===== config.mk =====
export PLATFORM = sky130hd
export DESIGN_NAME = r2n_buffer_o
export DESIGN_NICKNAME = d
export VERILOG_FILES = /design/src/rtl/r2n_buffer_o.sv
export SDC_FILE = /design/constraint.sdc
export NUM_CORES = 1
export LEC_CHECK = 0
export BUFFER_PORTS_ARGS = -buffer_cell sky130_fd_sc_hd__buf_2
export CELL_PAD_IN_SITES_DETAIL_PLACEMENT = 1
export CELL_PAD_IN_SITES_GLOBAL_PLACEMENT = 1
export CORE_MARGIN = 8
export CORE_UTILIZATION = 45
export DETAILED_ROUTE_END_ITERATION = 7
export PLACE_DENSITY = 0.76
export SYNTH_ARGS = -nofsm -noshare
export SYNTH_HDL_FRONTEND = slang
export SYNTH_SLANG_ARGS = --single-unit

===== constraint.sdc =====
create_clock -name clk -period 14.5 [get_ports clk]
set_input_delay 2.9 -clock clk [delete_from_list [all_inputs] [get_ports clk]]
set_output_delay 2.9 -clock clk [all_outputs]
set_load 0.01 [all_outputs]

===== src/rtl/r2n_buffer_o.sv =====
// rtl/r2n_buffer_o.sv - reassembles block-ordered core results into row-major matrix rows
// Optional ping-pong slice buffering when R2N_DOUBLE_BUF_EN is defined.
module r2n_buffer_o #(
   parameter int WIDTH      = 16,
   parameter int FRAC_WIDTH = 8,
   parameter int BLOCK_SIZE = 2,
   parameter int CHUNK_SIZE = 4,
   parameter int ROW        = 8,
   parameter int COL        = 8,
   parameter int NUM_CORES  = 2
) (
   input  logic                                  clk,
   input  logic                                  rst_n,
   input  logic                                  en,
   input  logic                                  in_valid,
   output logic                                  in_ready,
   input  logic [WIDTH*CHUNK_SIZE*NUM_CORES-1:0] in_r2n_buffer,
   output logic                                  out_valid,
   input  logic                                  out_ready,
   output logic [WIDTH*COL-1:0]                  out_r2n_buffer,
   output logic [$clog2(ROW)-1:0]                out_row_idx,
   output logic                                  slice_done,
   output logic                                  buffer_done
);

   localparam int SLICE_ROWS     = BLOCK_SIZE * NUM_CORES;
   localparam int CHUNKS_PER_ROW = COL / BLOCK_SIZE;
   localparam int NUM_SLICES     = ROW / SLICE_ROWS;
   localparam int CW             = WIDTH * CHUNK_SIZE;
   localparam int RW             = WIDTH * COL;
   localparam int BW             = WIDTH * BLOCK_SIZE;
   localparam int CC_W           = (CHUNKS_PER_ROW > 1) ? $clog2(CHUNKS_PER_ROW) : 1;
   localparam int DC_W           = (SLICE_ROWS > 1) ? $clog2(SLICE_ROWS) : 1;
   localparam int SI_W           = (NUM_SLICES > 1) ? $clog2(NUM_SLICES) : 1;
   localparam int IDX_W          = $clog2(ROW);

   localparam logic [CC_W-1:0]  CC_LAST = CC_W'(CHUNKS_PER_ROW - 1);
   localparam logic [CC_W-1:0]  CC_ONE  = CC_W'(1);
   localparam logic [DC_W-1:0]  DC_LAST = DC_W'(SLICE_ROWS - 1);
   localparam logic [DC_W-1:0]  DC_ONE  = DC_W'(1);
   localparam logic [SI_W-1:0]  SI_LAST = SI_W'(NUM_SLICES - 1);
   localparam logic [SI_W-1:0]  SI_ONE  = SI_W'(1);
   localparam logic [IDX_W-1:0] IDX_ONE = IDX_W'(1);

   if (CHUNK_SIZE != BLOCK_SIZE * BLOCK_SIZE || ROW % SLICE_ROWS != 0 ||
       COL % BLOCK_SIZE != 0 || FRAC_WIDTH > WIDTH) begin : g_bad_params
      $error("r2n_buffer_o: inconsistent parameters");
   end

   // Chunks arrive in column order, so each row is a shift register that fills from the LSBs.
   function automatic logic [RW-1:0] shift_in(input logic [RW-1:0] row, input logic [BW-1:0] cols);
      return (row << BW) | RW'(cols);
   endfunction

   logic [CC_W-1:0] chunk_cnt;
   logic [DC_W-1:0] drain_cnt;
   logic [SI_W-1:0] slice_idx;
   logic            in_fire;
   logic            out_fire;
   logic            last_chunk;
   logic            last_row;
   logic            last_slice;
   logic [RW-1:0]   rows0 [SLICE_ROWS];

   assign in_fire    = in_valid && in_ready;
   assign out_fire   = out_valid && out_ready;
   assign last_chunk = (chunk_cnt == CC_LAST);
   assign last_row   = (drain_cnt == DC_LAST);
   assign last_slice = (slice_idx == SI_LAST);

`ifdef R2N_DOUBLE_BUF_EN
   typedef enum logic [1:0] {IDLE, RUN, DONE} state_t;
   localparam logic [SI_W:0] NS_CNT = (SI_W+1)'(NUM_SLICES);

   state_t          state;
   logic [1:0]      full;
   logic            wr_sel;
   logic            rd_sel;
   logic [SI_W:0]   in_cnt;
   logic [RW-1:0]   rows1 [SLICE_ROWS];

   for (genvar rr = 0; rr < SLICE_ROWS; rr++) begin : g_row
      localparam int K = rr / BLOCK_SIZE;
      localparam int R = rr % BLOCK_SIZE;
      logic [BW-1:0] cols;
      logic [RW-1:0] row_a;
      logic [RW-1:0] row_b;
      assign cols = in_r2n_buffer[(NUM_CORES-1-K)*CW + (CHUNK_SIZE-BLOCK_SIZE-R*BLOCK_SIZE)*WIDTH +: BW];
      always_ff @(posedge clk) begin
         if (in_fire && !wr_sel) row_a <= shift_in(row_a, cols);
         if (in_fire && wr_sel)  row_b <= shift_in(row_b, cols);
      end
      assign rows0[rr] = row_a;
      assign rows1[rr] = row_b;
   end

   assign in_ready       = (state == RUN) && !full[wr_sel] && (in_cnt != NS_CNT);
   assign out_valid      = (state == RUN) && full[rd_sel];
   assign out_r2n_buffer = !out_valid ? '0 : (rd_sel ? rows1[drain_cnt] : rows0[drain_cnt]);

   always_ff @(posedge clk) begin
      if (!rst_n) begin
         state       <= IDLE;
         full        <= '0;
         wr_sel      <= 1'b0;
         rd_sel      <= 1'b0;
         in_cnt      <= '0;
         chunk_cnt   <= '0;
         drain_cnt   <= '0;
         slice_idx   <= '0;
         out_row_idx <= '0;
         slice_done  <= 1'b0;
         buffer_done <= 1'b0;
      end else begin
         slice_done <= 1'b0;
         case (state)
            IDLE: if (en) state <= RUN;
            RUN: begin
               // The filling buffer is never full, so these two updates hit different buffers.
               if (in_fire) begin
                  if (last_chunk) begin
                     chunk_cnt    <= '0;
                     full[wr_sel] <= 1'b1;
                     wr_sel       <= ~wr_sel;
                     in_cnt       <= in_cnt + (SI_W+1)'(1);
                  end else begin
                     chunk_cnt <= chunk_cnt + CC_ONE;
                  end
               end
               if (out_fire) begin
                  out_row_idx <= out_row_idx + IDX_ONE;
                  if (last_row) begin
                     drain_cnt    <= '0;
                     full[rd_sel] <= 1'b0;
                     rd_sel       <= ~rd_sel;
                     slice_done   <= 1'b1;
                     if (last_slice) begin
                        state       <= DONE;
                        buffer_done <= 1'b1;
                     end else begin
                        slice_idx <= slice_idx + SI_ONE;
                     end
                  end else begin
                     drain_cnt <= drain_cnt + DC_ONE;
                  end
               end
            end
            DONE: state <= DONE;
            default: state <= IDLE;
         endcase
      end
   end
`else
   typedef enum logic [1:0] {IDLE, COLLECT, DRAIN, DONE} state_t;

   state_t state;

   for (genvar rr = 0; rr < SLICE_ROWS; rr++) begin : g_row
      localparam int K = rr / BLOCK_SIZE;
      localparam int R = rr % BLOCK_SIZE;
      logic [BW-1:0] cols;
      logic [RW-1:0] row_q;
      assign cols = in_r2n_buffer[(NUM_CORES-1-K)*CW + (CHUNK_SIZE-BLOCK_SIZE-R*BLOCK_SIZE)*WIDTH +: BW];
      always_ff @(posedge clk) begin
         if (in_fire) row_q <= shift_in(row_q, cols);
      end
      assign rows0[rr] = row_q;
   end

   assign out_r2n_buffer = out_valid ? rows0[drain_cnt] : '0;

   always_ff @(posedge clk) begin
      if (!rst_n) begin
         state       <= IDLE;
         chunk_cnt   <= '0;
         drain_cnt   <= '0;
         slice_idx   <= '0;
         out_row_idx <= '0;
         in_ready    <= 1'b0;
         out_valid   <= 1'b0;
         slice_done  <= 1'b0;
         buffer_done <= 1'b0;
      end else begin
         slice_done <= 1'b0;
         case (state)
            IDLE: begin
               if (en) begin
                  state    <= COLLECT;
                  in_ready <= 1'b1;
               end
            end
            COLLECT: begin
               if (in_fire) begin
                  if (last_chunk) begin
                     chunk_cnt <= '0;
                     in_ready  <= 1'b0;
                     out_valid <= 1'b1;
                     state     <= DRAIN;
                  end else begin
                     chunk_cnt <= chunk_cnt + CC_ONE;
                  end
               end
            end
            DRAIN: begin
               if (out_fire) begin
                  out_row_idx <= out_row_idx + IDX_ONE;
                  if (last_row) begin
                     drain_cnt  <= '0;
                     out_valid  <= 1'b0;
                     slice_done <= 1'b1;
                     if (last_slice) begin
                        state       <= DONE;
                        buffer_done <= 1'b1;
                     end else begin
                        slice_idx <= slice_idx + SI_ONE;
                        in_ready  <= 1'b1;
                        state     <= COLLECT;
                     end
                  end else begin
                     drain_cnt <= drain_cnt + DC_ONE;
                  end
               end
            end
            DONE: state <= DONE;
            default: state <= IDLE;
         endcase
      end
   end
`endif

endmodule

==> impl_metrics.toml <==
[outcome]
status = "finished clean"

[power_and_ir_drop]
cellPowerDensity_mw_per_mm2 = 130.5
ir_drop_mv = 0.09963
p_leak_nw = 8.065

[timing]
fin_ws_ns = 8.004
min_period_ns = 6.496
fmax_ghz = 0.1540
slew-limit-headroom = 0.2528
rsz0062_at_grt = "no"
fin_crit_sh = 0.4480
tightest_slew_ns = 1.121
finalMaxSlewViolations = 0
setup_viol = 0
fin_tns_setup_ns = 0
hold_viol = 0
skew_ns = 0.01583

[synth]
yosys.cell_types.count = 32
syn_nets = 1017
synth.avg_cell_area_um2 = 22.65
synth_compound_area_frac = 0.005392
yosysTopAreaCellShare = 0.7704
synth_seq_area_share = 0.7844
synthAdderAreaFrac = 0.001881
synth_seq_cells = 526
yosys-top-cells-area = "edfxtp_1 (77%), mux4_2 (14%), and2_1 (4.1%)"
synth.largest_area_cell = "edfxtp_1"
syn-instance-count = 881
synth_top_family_by_area = "multiplexers"
async_reset_ff_frac = 0
synth_area_mm2 = 0.01996
synthXorXnorAreaFrac = 0.0004388
synth.mux.area_fraction = 0.1444
ys.flop_type = "edfxtp_1"
yosysWarnings = 0
synth_simple_gate_area_frac = 0.04877
synth_edf_count = 512

[final_layout]
drive_gt1_frac = 0.3962
nNetsFinal = 1304
area_growth_pct = 17.59

[floorplanning]
initial_utilization = 0.4533
die_x_um = 226.6
dieArea_mm2 = 0.05135
die_h_um = 226.6
rows = 77
core_region_area_mm2 = 0.04403
num_io_pins = 268

[global_route]
grt_usage = 0.1524
grt_pass1_vias = 10510
antenna_found_initial = 6
grt_max_degree = 95
overflow = 0
grt_pass1_wl_um = 60340

[clocking]
ctsHoldBuffers = 0
post_cts_buffers = 0
clkTransAtPathRegs_ns = 0.06
cts_buffers = 54
cts_root_buf = "clkbuf_16"
cts_sinks = 526
ctsResizeCount = 0
clock_path_buffers = 3
clk_latency_ns = 0.58
h-tree-depth = 2
cts_tree = "yes"

[worst_setup_path]
crit_arrival_ns = 3.60
cp_max_fo = 41
critPathKind = "reg -> out"
reg2reg_from = "in_ready"
r2r_cells = 4
reg2reg_slack_ns = 10.27
reg2reg_to = "g_row[2].row_q[29]"
end_kind = "primary output"
critPathLaunchType = "flop"
required_ns = 11.60

[detailed_routing]
wire_per_inst_um = 21.83
wirelength_um = 39440
drc = 0
routed_via_density = 5.134
ant_nets = 0
dr.pass1.iters = 4
drt_iter0_drc = 594
vias = 9277

[min_path]
hold_path_end = "g_row[2].row_q[43]"
hold_depth = 0
hp-start = "g_row[2].row_q[11]"
hold_path_class = "reg -> reg"

[placement]
hpwl_um = 25430
io_buffers = 267
place.gp.congestion = 0.7301
dp_slack_ns = 7.680

[flow_run]
drv_cap = 0
Yosys cell counts (all sizes together) (3+ instances only):
library cell,number
edfxtp,512
and2,130
mux4,128
buf,27
clkbuf,20
dfxtp,14
nand2,8
a21boi,4
nor2,4
o21ai,4
ha,3
nand4b,3
nor2b,3
worst max-delay path, stage by stage (launching register included):
cell and delay, ns:
dfxtp_4 0.67, buf_4 0.57, buf_4 0.75, mux4_2 0.61, and2_1 0.20, buf_2 0.15
report_power, final:
part           leakage, nW  switching [mW]  internal (mW)
Combinational         2.47          0.0374         0.0273
Sequential            4.81          0.0202           1.72
Clock                0.782           0.545          0.713
Total                 8.07           0.602           2.46
routing by layer:
layer  routed length [um]  part of all wire  vias up  global-route usage
met5                    0                 0        -                   0
met4                 1131             0.029        0             0.06332
met3                 1889             0.048       74             0.03156
met2                20420              0.52      230              0.2646
met1                16000              0.41     4792              0.1846
li1                     -                 -     4181                   -
layout by cell type, fill, tap and decap left out, types with 2 or more instances in the layout:
cell	instances
a21boi_0	4
and2_1	129
and4_1	2
buf_2	267
buf_4	11
clkbuf_1	15
clkbuf_16	55
clkinv_1	14
clkinv_2	7
clkinv_8	2
dfxtp_1	11
dfxtp_4	3
diode_2	6
edfxtp_1	512
ha_1	3
inv_1	2
mux4_2	128
nand2_1	8
nand3_1	2
nand4_1	2
nand4b_1	3
nor2_1	4
nor2b_1	3
o21a_1	2
o21ai_0	4
through the flow:
stage               instance area, um2  cells  total power [mW]  hold slack, ns  utilization
finish                           23470   1807             3.063          0.4356       0.5330
global route                     23470   1807             3.160          0.4431       0.5330
CTS                              23450   1801             3.107          0.4397       0.5327
detailed placement               21850   1704             1.839          0.4289       0.4962
global placement                 21850   1704             1.831          0.4234       0.4962
floorplan                        19960    881             1.813          0.4207            -
cell type report:
| class | instances | area [um2] |
|---|---|---|
| fillers | 3984 | 20560 |
| flip-flops and latches | 526 | 15670 |
| multi-input cells | 306 | 4013 |
| clock buffers | 70 | 1433 |
| repair buffers | 278 | 1419 |
| well taps | 592 | 740.7 |
| clock inverters | 27 | 175.2 |
| diodes | 6 | 15.01 |
| inverters | 2 | 7.507 |
cell families (layout without fill, tap and decap cells):
kind of cell,Yosys count,count (layout)
and+or+nand+nor,158,158
adders and majority gates,3,3
other,0,6
muxes,128,128
xor gates and xnor gates,1,1
buffers and inverters,49,377
AOI/OAI and AO/OA,16,16
DFF,526,526
flip-flops by register name (all words and copies together) (netlist names):
name,cells
g_row.row_q,512
out_valid,1
chunk_cnt,2
in_ready,1
drain_cnt,2
slice_done,1
state,2
last_slice,1
out_row_idx,3
buffer_done,1
how the worst max path moves through the flow:
stage | startpoint | endpoint | slack (ns) | cells past startpoint
floorplan | in_valid | state[1] | 4.66 | 3
CTS | drain_cnt[0] | out_r2n_buffer[127] | 7.78 | 5
detailed placement | in_valid | g_row[2].row_q[29] | 7.68 | 5
global placement | in_valid | g_row[2].row_q[6] | 7.80 | 5
finish | drain_cnt[0] | out_r2n_buffer[120] | 8.00 | 5
global route | drain_cnt[0] | out_r2n_buffer[121] | 7.60 | 5
Note: power is estimated with default switching activity, not from simulation.
